==> src/rtl/memory_issue_ctrl.sv <==
// Load/store issue stage: aligns store data, builds byte enables, and drives one outstanding memory request.
// Optional cycle-counted debug printing is enabled by defining MEMORY_ISSUE_CTRL_SCAN_EN.
module memory_issue_ctrl #(
  parameter int CORE            = 0,
  parameter int DATA_WIDTH      = 32,
  parameter int ADDRESS_BITS    = 32,
  parameter int SCAN_CYCLES_MIN = 0,
  parameter int SCAN_CYCLES_MAX = 1000,
  localparam int NUM_BYTES      = DATA_WIDTH / 8,
  localparam int LOG2_NUM_BYTES = $clog2(NUM_BYTES)
) (
  input  logic                      clock,
  input  logic                      reset,
  input  logic                      load,
  input  logic                      store,
  input  logic [LOG2_NUM_BYTES-1:0] log2_bytes,
  input  logic                      unsigned_load,
  input  logic [ADDRESS_BITS-1:0]   address,
  input  logic [DATA_WIDTH-1:0]     store_data,
  output logic                      issue_ready,
  output logic                      stall,
  output logic                      misaligned,
  output logic                      memory_request_valid,
  input  logic                      memory_request_ready,
  output logic                      memory_read,
  output logic                      memory_write,
  output logic [NUM_BYTES-1:0]      memory_byte_en,
  output logic [ADDRESS_BITS-1:0]   memory_address_out,
  output logic [DATA_WIDTH-1:0]     memory_data_out,
  input  logic                      memory_response_valid,
  output logic [LOG2_NUM_BYTES-1:0] log2_bytes_out,
  output logic                      unsigned_load_out,
  output logic                      load_done,
  input  logic                      scan,
  output logic [1:0]                fsm_state
);

  // Handshake: a request transfers on a rising edge where memory_request_valid && memory_request_ready;
  // valid, read/write, byte_en, address and data stay constant from valid rising until that edge.
  typedef enum logic [1:0] {
    IDLE      = 2'd0,
    ISSUE     = 2'd1,
    WAIT_RESP = 2'd2
  } state_t;

  localparam logic [LOG2_NUM_BYTES-1:0] MAX_SIZE = LOG2_NUM_BYTES'(LOG2_NUM_BYTES);
  localparam logic [LOG2_NUM_BYTES-1:0] ONE      = LOG2_NUM_BYTES'(1);

  state_t                    state_q, state_d;
  logic [ADDRESS_BITS-1:0]   addr_q;
  logic [NUM_BYTES-1:0]      be_q, be_d;
  logic [DATA_WIDTH-1:0]     data_q, data_d, shifted;
  logic                      write_q;
  logic [LOG2_NUM_BYTES-1:0] size_q, size, offset, size_mask;
  logic                      unsigned_q;
  logic                      misaligned_q;
  logic                      accept, aligned;
  int                        span_lo, span_hi;

  assign accept    = (state_q == IDLE) && (load || store);
  assign size      = (int'(log2_bytes) > LOG2_NUM_BYTES) ? MAX_SIZE : log2_bytes;
  assign offset    = address[LOG2_NUM_BYTES-1:0];
  assign size_mask = (ONE << size) - ONE;
  assign aligned   = (offset & size_mask) == '0;
  assign shifted   = store_data << {offset, 3'b000};

  // Lanes [offset, offset + 2**size) are active; store bytes outside them are zeroed.
  always_comb begin
    be_d    = '0;
    data_d  = '0;
    span_lo = int'(offset);
    span_hi = int'(offset) + (1 << size);
    for (int i = 0; i < NUM_BYTES; i++) begin
      be_d[i] = (i >= span_lo) && (i < span_hi);
      data_d[8*i +: 8] = (be_d[i] && store) ? shifted[8*i +: 8] : 8'h00;
    end
  end

  always_ff @(posedge clock or negedge reset) begin
    if (!reset) begin
      state_q <= IDLE;
    end else begin
      state_q <= state_d;
    end
  end

  always_comb begin
    state_d = state_q;
    case (state_q)
      IDLE:      if (accept && aligned) state_d = ISSUE;
      ISSUE:     if (memory_request_ready) state_d = write_q ? IDLE : WAIT_RESP;
      WAIT_RESP: if (memory_response_valid) state_d = IDLE;
      default:   state_d = IDLE;
    endcase
  end

  always_ff @(posedge clock or negedge reset) begin
    if (!reset) begin
      addr_q       <= '0;
      be_q         <= '0;
      data_q       <= '0;
      write_q      <= 1'b0;
      size_q       <= '0;
      unsigned_q   <= 1'b0;
      misaligned_q <= 1'b0;
    end else begin
      misaligned_q <= accept && !aligned;
      if (accept && aligned) begin
        addr_q     <= address;
        be_q       <= be_d;
        data_q     <= data_d;
        write_q    <= store;
        size_q     <= size;
        unsigned_q <= unsigned_load;
      end
    end
  end

  always_comb begin
    issue_ready          = (state_q == IDLE);
    stall                = (state_q != IDLE);
    memory_request_valid = (state_q == ISSUE);
    memory_read          = memory_request_valid && !write_q;
    memory_write         = memory_request_valid && write_q;
    memory_byte_en       = memory_request_valid ? be_q : '0;
    memory_data_out      = memory_request_valid ? data_q : '0;
    memory_address_out   = addr_q;
    log2_bytes_out       = size_q;
    unsigned_load_out    = unsigned_q;
    load_done            = (state_q == WAIT_RESP) && memory_response_valid;
    misaligned           = misaligned_q;
    fsm_state            = state_q;
  end

`ifdef MEMORY_ISSUE_CTRL_SCAN_EN
  logic [31:0] cycle_q;

  always_ff @(posedge clock or negedge reset) begin
    if (!reset) begin
      cycle_q <= '0;
    end else begin
      cycle_q <= cycle_q + 32'd1;
    end
  end

  always @(posedge clock) begin
    if (reset && scan && cycle_q >= 32'(SCAN_CYCLES_MIN) && cycle_q <= 32'(SCAN_CYCLES_MAX)) begin
      $display("core %0d cycle %0d state %s addr %h be %b data %h valid %b ready %b",
               CORE, cycle_q, state_q.name(), addr_q, memory_byte_en, memory_data_out,
               memory_request_valid, memory_request_ready);
    end
  end
`else
  logic unused_scan;
  assign unused_scan = scan;
`endif

endmodule
==> config.mk <==
export PLATFORM = sky130hd
export DESIGN_NAME = memory_issue_ctrl
export DESIGN_NICKNAME = d
export VERILOG_FILES = /design/src/rtl/memory_issue_ctrl.sv
export SDC_FILE = /design/constraint.sdc
export NUM_CORES = 1
export LEC_CHECK = 0
export ABC_AREA = 0
export CORE_MARGIN = 5
export CORE_UTILIZATION = 43
export DETAILED_ROUTE_END_ITERATION = 10
export PLACE_DENSITY = 0.92
export SLEW_MARGIN = 20
export SYNTH_ARGS = -nofsm -noshare
export SYNTH_HDL_FRONTEND = slang
export SYNTH_SLANG_ARGS = --single-unit
export TNS_END_PERCENT = 100
==> constraint.sdc <==
create_clock -name clock -period 1.6 [get_ports clock]
set_clock_uncertainty 0.1 [all_clocks]
set_input_delay 0.16 -clock clock [delete_from_list [all_inputs] [get_ports clock]]
set_output_delay 0.16 -clock clock [all_outputs]
set_load 0.02 [all_outputs]
* Word-level counts from Yosys, hierarchy flattened
Cells that the tools add are included.
Storage, ports and cells: bits in registers 75, bits of input ports 74, output and inout bits 80, word-level logic and storage cells 59
Cells by class: $add $sub $neg 2, $lt $le $gt $ge 8, equal/unequal tests 5, shift-type cells 3, multiplexer cells 12, bitwise logic cells 1, reductions and logical operators 20
Operators by type and width (count):
- less-than comparator 3 x 32 -> 1 bit (first input constant) | 2
- adder 3 x 32 -> 32 bit | 1
- less-than comparator 1 x 32 -> 1 bit (first input constant) | 1
- less-than comparator 2 x 32 -> 1 bit (first input constant) | 1
- two-way mux 32 bit | 1
- two-way mux 8 bit | 4
- left shift 1 x 2 -> 32 bit (first input constant) | 1
- left shift 32 x 5 -> 32 bit | 1
- logical AND 1 bit | 13
- two-way mux 2 bit | 5
- case mux 2 bit (3 select lines) | 1
- greater-or-equal comparator 1 x 2 -> 1 bit (first input constant) | 2
- logical NOT 2 bit | 2
- two-way mux 4 bit | 1
- inequality test 2 x 1 -> 1 bit (second input constant) | 2
- AND reduction 3 bit | 1
- AND 2 bit | 1
- == test 2 x 1 -> 1 bit (second input constant) | 1
- == test 2 bit (second input constant) | 1
- greater-or-equal comparator 2 bit (first input constant) | 1
- greater-than comparator 2 bit (second input constant) | 1
- logical NOT 1 bit | 2
- inequality test 2 bit (second input constant) | 1
- nonzero test 2 bit | 1
- other kinds (3) | 3

* Logic depth before layout (Yosys ltp)
Gate-level depths: netlist of run 1.
depth after elaboration 9, depth in mapped cells 9, mapped depth without buffers 8

* Worst setup path before layout of run 1
No wires, ideal clock.
path type input-to-reg, start input address[1], end register data_q[16], setup time 0.066 ns, arrival time 1.871 ns, required time 1.434 ns, path slack -0.437 ns, stages on the path 7, buffers on the path 1, cells stage by stage buf_2 -> clkinv_1 -> fa_1 -> nand2b_1 -> a22oi_1 -> nor3b_4 -> a22o_1
On the way: longest elaborated chain between the ends 5, elaborated cells on any way between the ends 10, those cells by class add/sub (1); order compare (2); shift (1); mux (1); bitwise (1); reduce/logical (4)
RTL lines:
- start, declared | RTL line 18 | input logic [ADDRESS_BITS-1:0] address,
- adder 3 x 32 -> 32 bit | RTL line 72 | span_hi = int'(offset) + (1 << size);
- less-than comparator 3 x 32 -> 1 bit | RTL line 74 | be_d[i] = (i >= span_lo) && (i < span_hi);
- logical AND 1 bit | RTL line 74
- logical AND 1 bit | RTL line 75 | data_d[8*i +: 8] = (be_d[i] && store) ? shifted[8*i +: 8] : 8'h00;
- two-way mux 8 bit | RTL line 75
- end signal, assigned | RTL line 111 | data_q <= data_d;
- end, declared | RTL line 52 | logic [DATA_WIDTH-1:0] data_q, data_d, shifted;
Several ways; a longest one is shown, not always the timed one. A chain may end at the register's enable or synchronous reset.

* Worst setup path after layout of run 1
start register state_q[0], in the netlist fsm_state[0], end register addr_q[20], in the netlist memory_address_out[20]
On the way: longest elaborated chain between the ends 3
RTL lines:
- start, declared | RTL line 49 | state_t state_q, state_d;
- start signal, assigned | RTL line 83 | state_q <= state_d;
- logical NOT 2 bit | RTL line 60 | assign accept = (state_q == IDLE) && (load || store);
- logical AND 1 bit | RTL line 60
- logical AND 1 bit | RTL line 108 | if (accept && aligned) begin
- end signal, assigned | RTL line 109 | addr_q <= address;
- end, declared | RTL line 50 | logic [ADDRESS_BITS-1:0] addr_q;
Every way passes these cells.

==> results of run 1 <==
[metal layers]
metal	share of wire, %	vias to the layer above
met1	35	1884
met2	49	291
met5	0	-
li1	-	1569
met4	6.6	0
met3	9.5	86
[worst min-delay path by stage]
| stage | start | endpoint | slack, ps | cells after the start |
|---|---|---|---|---|
| after floorplan | reset | be_q[0] | -240 | 0 |
| after global placement | reset | memory_address_out[7] | -9 | 1 |
| after detailed placement | reset | memory_address_out[8] | -10 | 1 |
| after CTS | log2_bytes[1] | log2_bytes_out[1] | 40 | 3 |
| after global routing | log2_bytes[1] | log2_bytes_out[1] | 80 | 3 |
| final | log2_bytes[1] | log2_bytes_out[1] | 70 | 3 |
[flip-flops by register name, summed over array words and instances (netlist names)]
| signal | flops |
|---|---|
| data_q | 32 |
| memory_address_out | 32 |
| be_q | 4 |
| fsm_state | 2 |
| log2_bytes_out | 2 |
| misaligned | 1 |
| unsigned_load_out | 1 |
| write_q | 1 |
[worst register-to-register path, cell delays in order (launching register included)]
cell	delay, ps
dfrtp_2	440
buf_6	130
nor2_4	200
buf_12	150
o211ai_4	120
buf_12	190
buf_12	130
mux2_4	290
[report_power, final]
part	leakage [nW]	internal (mW)	total (mW)	switching, mW
clock	0.130	1.13	1.90	0.766
sequential	0.944	2.65	3.15	0.505
combinational	2.38	3.43	6.31	2.88
total	3.45	7.20	11.4	4.15
[cell usage in the layout, fill, tap and decap left out, types with 4 or more instances in the layout]
master	netlist	layout
mux2i_1	24	24
clkbuf_8	0	11
a22o_1	8	8
dfrtp_1	75	73
buf_12	0	15
buf_8	0	4
dlymetal6s2s_1	0	32
mux2_2	29	28
buf_6	0	51
mux2_4	0	5
o21ai_0	13	9
o21ai_2	0	18
and2_4	0	35
nand2_1	56	45
clkdlybuf4s50_1	0	67
buf_16	0	5
a32o_1	9	7
buf_4	2	33
nand2_4	0	5
nor2_4	0	6
nand2_2	0	6
dlygate4sd2_1	0	5
clkbuf_16	0	4
[cell families after synthesis]
| family | after synthesis | synth area share, % |
|---|---|---|
| AND/OR/NAND/NOR | 112 | 15.5 |
| buffers and inverters | 26 | 3.23 |
| adder cells (fa/ha/maj) | 4 | 1.60 |
| multiplexers | 57 | 17.0 |
| AO/OA/AOI/OAI | 55 | 10.5 |
| flip-flops | 75 | 52.1 |
[area by class of cell]
cell class	instances	area, sq um
clock buffers	11	151
clock inverters	5	108
fillers	374	1310
inverters	7	38.8
multi-input cells	229	1990
flip-flops and latches	75	1880
well taps	105	131
repair buffers	220	2560
[timing repair]
action | 4_1_cts | 5_1_grt
pin swaps | 26 | 34
setup buffers | 21 | 15
resized for setup | 337 | 94
cloned | 11 | 3
endpoints found under the setup margin | 118 | 146
endpoints found under the hold margin | 71 | 0
hold buffers | 1 | 0
[stage by stage]
| stage | utilization, % | TNS, ps | cell area [sq um] | power (mW) |
|---|---|---|---|---|
| finish | 84.0 | -20950 | 6870 | 11.4 |
| global route | 84.0 | -25170 | 6870 | 11.8 |
| CTS | 79.8 | -14740 | 6520 | 10.8 |
| detailed placement | 67.1 | -55920 | 5490 | 7.33 |
| global placement | 67.1 | -49310 | 5490 | 7.19 |
| floorplan | - | -5070 | 3690 | 5.17 |
==> qor.txt, run 1 <==
Status - finished with violations
Failing checks - negative setup slack
Cell Chain, Critical Path - buf_6 > nor2_4 > buf_12 > o211ai_4 > buf_12 > buf_12 > mux2_4
CTS Sinks - 75
Worst R2R End - memory_address_out[20]
Number of synthesized register bits - 75
Total wire length - 15,900 microns
Synthesized area per cell - 10.9 sq um
Die Y - 102 microns
First-iteration detailed-routing DRC count - 292
RSZ-0062 raised after global routing - yes
Met3 Use GR - 11.2%
Power Dens Cells - 1650 nW/um^2
Area grow syn2layout - 90.7%
Remaining antenna violation count - 0
R2r setup slk - -280 ps
CP Launch Point - fsm_state[0]
Critical Path Start Type - flop
Largest net degree at the start of global routing - 51
Vias - 3,830
Root Buffer - clkbuf_8
Final worst slack - -279 ps
# port buffers - 152
First-pass GRT wire length - 21,000 microns
Reg clk slew, reported paths - 90 ps
Post-Syn Instances - 329
DRC - 0
Synth top cells by count - 75 x dfrtp_1, 56 x nand2_1, 36 x and2_1
Critical path destination - memory_address_out[20]
HP Class - primary input to flop
Final RePlAce weighted congestion - 0.808
GRT Max-Usage Layer - met2
Core area - 8180 sq um
Critical-path top delay cell - dfrtp_2
Via-per-instance ratio - 5.87
Number of global-route vias before repair - 3,990
TritonCTS clock tree - yes
Synth top area share - 52.1%
Final period utilization - 117%
Ranking of synthesized cells by area - dfrtp_1 52%, mux2_2 9.1%, mux2i_1 6.7%
Gr usage total - 27.1%
Count of max-cap constraint violations - 0
Crit-path max cell delay - 440 ps
Clock Latency Late Sink - 350 ps
Finished Layout Cells - 652
P_leak - 3.45 nW
Row count - 33
Most used cell, CP - buf_12
Fin Hold WS - 71.4 ps
Mapped Area - 3600 sq um
Post-DP HPWL - 7910 microns
Critical path type - flop to flop
Nets - 620
R2r worst-path depth - 7
Synth unique cells - 33
Worst EP arrival - 2010 ps
YS warnings - 0
Syn Nets - 407
Least-Margin Pin Slew - 533 ps
Worst setup EP type - flop
Top cell type by total area after synthesis - dfrtp_1
Routing usage on met1 - 29.6%
Crit-path leading delay family - buffers and inverters
Layout cells sized above 1 - 47.2%
Async SR Flop Fraction - 100%
Boundary Pins - 154
Highest Clock Rate - 532 MHz
Maximum clock insertion buffer count - 2
VDD IR max - 1.14 mV
EDFF count, synth - 0
Main flop type after synthesis - dfrtp_1
GR Util met2 - 45.1%
RR Startpoint - fsm_state[0]
CP Max Fanout - 8
Crit path buffers/inverters - 4
Initial antenna violation count - 0
Final hold vios - 0
CTS Buf Count - 9
Placed Cells - 595
Drt pass-1 iters - 5
WP data required - 1730 ps
Starting Density - 44.0%
Cell count along the critical path - 7
Die width - 102 microns
N_diodes - 0
Setup violations, final - 113
H-tree levels - 3
Tmin final - 1880 ps
Slew HR - 64.5%
Global route overflow - 0
Most common cell in the synthesized netlist - dfrtp_1
Sequential fraction of the synthesis area - 52.1%
Die Area - 10,300 sq um
Pre-CTS setup slack - -926 ps
Average routed wire per standard cell - 24.3 microns
Slew Limit Fails - 0
Power figures use the tool's default switching activity.
==> run 2, diff against run 1 <==
==> constraint.sdc (replaced) <==
create_clock -name clock -period 2 [get_ports clock]
set_clock_uncertainty 0.1 [all_clocks]
set_input_delay 0.2 -clock clock [delete_from_list [all_inputs] [get_ports clock]]
set_output_delay 0.2 -clock clock [all_outputs]
set_load 0.02 [all_outputs]
==> qor.txt, run 2 (same netlist as run 1, synthesis figures left out) <==
Reg clk slew, reported paths - 80 ps (was 90 ps)
Row count - 33 (unchanged)
Failing checks - negative setup slack (unchanged)
Final worst slack - -6.54 ps (was -279 ps)
Final RePlAce weighted congestion - 0.824 (was 0.808)
Nets - 578 (was 620)
Remaining antenna violation count - 0 (unchanged)
Critical Path Start Type - primary input (was flop)
Number of global-route vias before repair - 3,404 (was 3,990)
Post-DP HPWL - 7890 microns (was 7910 microns)
Crit-path max cell delay - 590 ps (was 440 ps)
Placed Cells - 592 (was 595)
Cell count along the critical path - 10 (was 7)
Maximum clock insertion buffer count - 2 (unchanged)
Fin Hold WS - 145 ps (was 71.4 ps)
Tmin final - 2010 ps
First-pass GRT wire length - 16,600 microns (was 21,000 microns)
CTS Buf Count - 9 (unchanged)
Highest Clock Rate - 498 MHz
Final hold vios - 0 (unchanged)
Gr usage total - 20.5% (was 27.1%)
HP Class - primary input to flop (unchanged)
Starting Density - 44.0% (unchanged)
Worst EP arrival - 2130 ps (was 2010 ps)
# port buffers - 152 (unchanged)
TritonCTS clock tree - yes (unchanged)
WP data required - 2120 ps (was 1730 ps)
Cell Chain, Critical Path - clkdlybuf4s15_1 > nor2_2 > ha_2 > inv_2 > fa_2 > nand2b_4 > and4_4 > nor3b_4 > buf_6 > a22o_1 (was buf_6 > nor2_4 > buf_12 > o211ai_4 > buf_12 > buf_12 > mux2_4)
Die Area - 10,300 sq um (unchanged)
Finished Layout Cells - 610 (was 652)
H-tree levels - 3 (unchanged)
Critical-path top delay cell - fa_2 (was dfrtp_2)
Via-per-instance ratio - 5.17 (was 5.87)
Fin Setup TNS - -23.2 ps (was -20,950 ps)
Hold depth - 3 (unchanged)
Combinational Power Share - 46.7% (was 55.5%)
Final period utilization - 100%
VDD IR max - 0.873 mV (was 1.14 mV)
Drt pass-1 iters - 6 (was 5)
Commonest non-fill, non-tap cell in the layout - clkdlybuf4s50_1 (was dfrtp_1)
Core area - 8180 sq um (unchanged)
Placed cell area - 5380 sq um (was 5490 sq um)
Switching share of total power - 36.6% (about the same)
Crit-path leading delay family - adder cells (was buffers and inverters)
Root Buffer - clkbuf_8 (unchanged)
Area of the multi-input gates - 1690 sq um (was 1990 sq um)
Initial antenna violation count - 0 (unchanged)
Largest net degree at the start of global routing - 76 (was 51)
N_diodes - 0 (unchanged)
DRC - 0 (unchanged)
Die width - 102 microns (unchanged)
Crit path buffers/inverters - 3 (was 4)
Critical path type - primary input to flop (was flop to flop)
NetSw - 2.57 mW (was 4.15 mW)
Worst setup EP type - flop (unchanged)
Die Y - 102 microns (unchanged)
Average routed wire per standard cell - 17.6 microns (was 24.3 microns)
Internal - 4.46 mW (was 7.20 mW)
Area grow syn2layout - 55.1% (was 90.7%)
Sequential group share of total power - 34.7% (was 27.8%)
Total wire length - 10,800 microns (was 15,900 microns)
Fillers - 614 (was 374)
Boundary Pins - 154 (unchanged)
First-iteration detailed-routing DRC count - 189 (was 292)
R2r worst-path depth - 6 (was 7)
Slew HR - 55.0% (was 64.5%)
Register area - 1880 sq um (about the same)
Power Dens Cells - 1260 nW/um^2 (was 1650 nW/um^2)
P_leak - 2.59 nW (was 3.45 nW)
Setup violations, final - 4 (was 113)
Least-Margin Pin Slew - 673 ps (was 533 ps)
CTS Sinks - 75 (unchanged)
Fin area - 5590 sq um (was 6870 sq um)
Layout cells sized above 1 - 25.3% (was 47.2%)
Most frequent cells in the layout - 107 x clkdlybuf4s50_1, 75 x dfrtp_1, 56 x nand2_1 (was 73 x dfrtp_1, 67 x clkdlybuf4s50_1, 51 x buf_6)
Vias - 3,155 (was 3,830)
Clock Latency Late Sink - 340 ps (was 350 ps)
CP Max Fanout - 8 (unchanged)
Count of max-cap constraint violations - 0 (unchanged)
Global route overflow - 0 (unchanged)
Status - finished with violations (unchanged)
Clock power frac - 18.6% (was 16.7%)
Slew Limit Fails - 0 (unchanged)
[run 2: changes by cell type in the layout (fill, tap and decap cells not counted), sizes merged]
cell           previous run  this run
inv                       7         8
clkinv                    2         4
buf                     109        32
clkbuf                   16        34
clkdlybuf4s15             1         9
dlygate4sd2               5         2
clkdlybuf4s50            67       107
dlymetal6s2s             32         3
bufinv                    3         2
o211ai                    2         1
[run 2: final cells by class]
class / count / area share, %
flip-flops and latches: 75 / 33.6
multi-input cells: 228 / 30.2
repair buffers: 179 / 29.4
well taps: 105 / 2.35
clock buffers: 9 / 2.22
clock inverters: 7 / 1.79
inverters: 7 / 0.493
[run 2: timing repair]
action	4_1_cts	5_1_grt
gates resized for setup	92	50
buffers inserted	0	4
pin swaps	4	6
cloned	0	0
hold endpoints to repair	75	0
hold buffers	1	0
endpoints found under the setup margin	63	63
[run 2: stage by stage]
step / worst slack [ps] / power (mW) / utilization (%)
floorplan: 28.5 / 4.09 / -
global placement: -496 / 5.67 / 65.8
detailed placement: -579 / 5.80 / 65.8
CTS: 2.12 / 7.09 / 69.1
global route: -53.3 / 7.43 / 68.3
finish: -6.54 / 7.04 / 68.3
[run 2: path summary, 6_finish.rpt]
| kind | end | slack (ps) | start |
|---|---|---|---|
| setup / recovery | data_q[16] | -7 | log2_bytes[1] |
| hold / removal | log2_bytes_out[0] | 140 | log2_bytes[0] |
| setup reg to reg | data_q[16] | 300 | fsm_state[1] |
| hold reg to reg | data_q[2] | 380 | data_q[2] |
| max in group asynchronous | data_q[18] | 1170 | reset |
| min in group asynchronous | memory_address_out[7] | 310 | reset |
[run 2: tightest hold or removal path, delay by kind of cell]
family                 cells  cell delay (ps)
and+or+nand+nor            1              150
buffers and inverters      1              100
AOI/OAI and AO/OA          1              100
[run 2: power by group through the flow]
| stage | clock, mW | sequential, mW | combinational (mW) |
|---|---|---|---|
| 6_report | 1.31 | 2.44 | 3.29 |
| 3_5_place_dp | 0 | 2.47 | 3.33 |
| 2_1_floorplan | 0 | 2.88 | 1.21 |
| 5_1_grt | 1.41 | 2.51 | 3.50 |
| 3_3_place_gp | 0 | 2.42 | 3.25 |
| 4_1_cts | 1.33 | 2.44 | 3.31 |
[run 2: layer usage]
metal / part of all wire (%) / GRT usage, % / vias up
met5: 0 / 0 / -
met1: 35 / 23.1 / 1501
met2: 53 / 36.4 / 156
li1: - / - / 1476
met3: 9.1 / 5.37 / 22
met4: 2.3 / 9.00 / 0
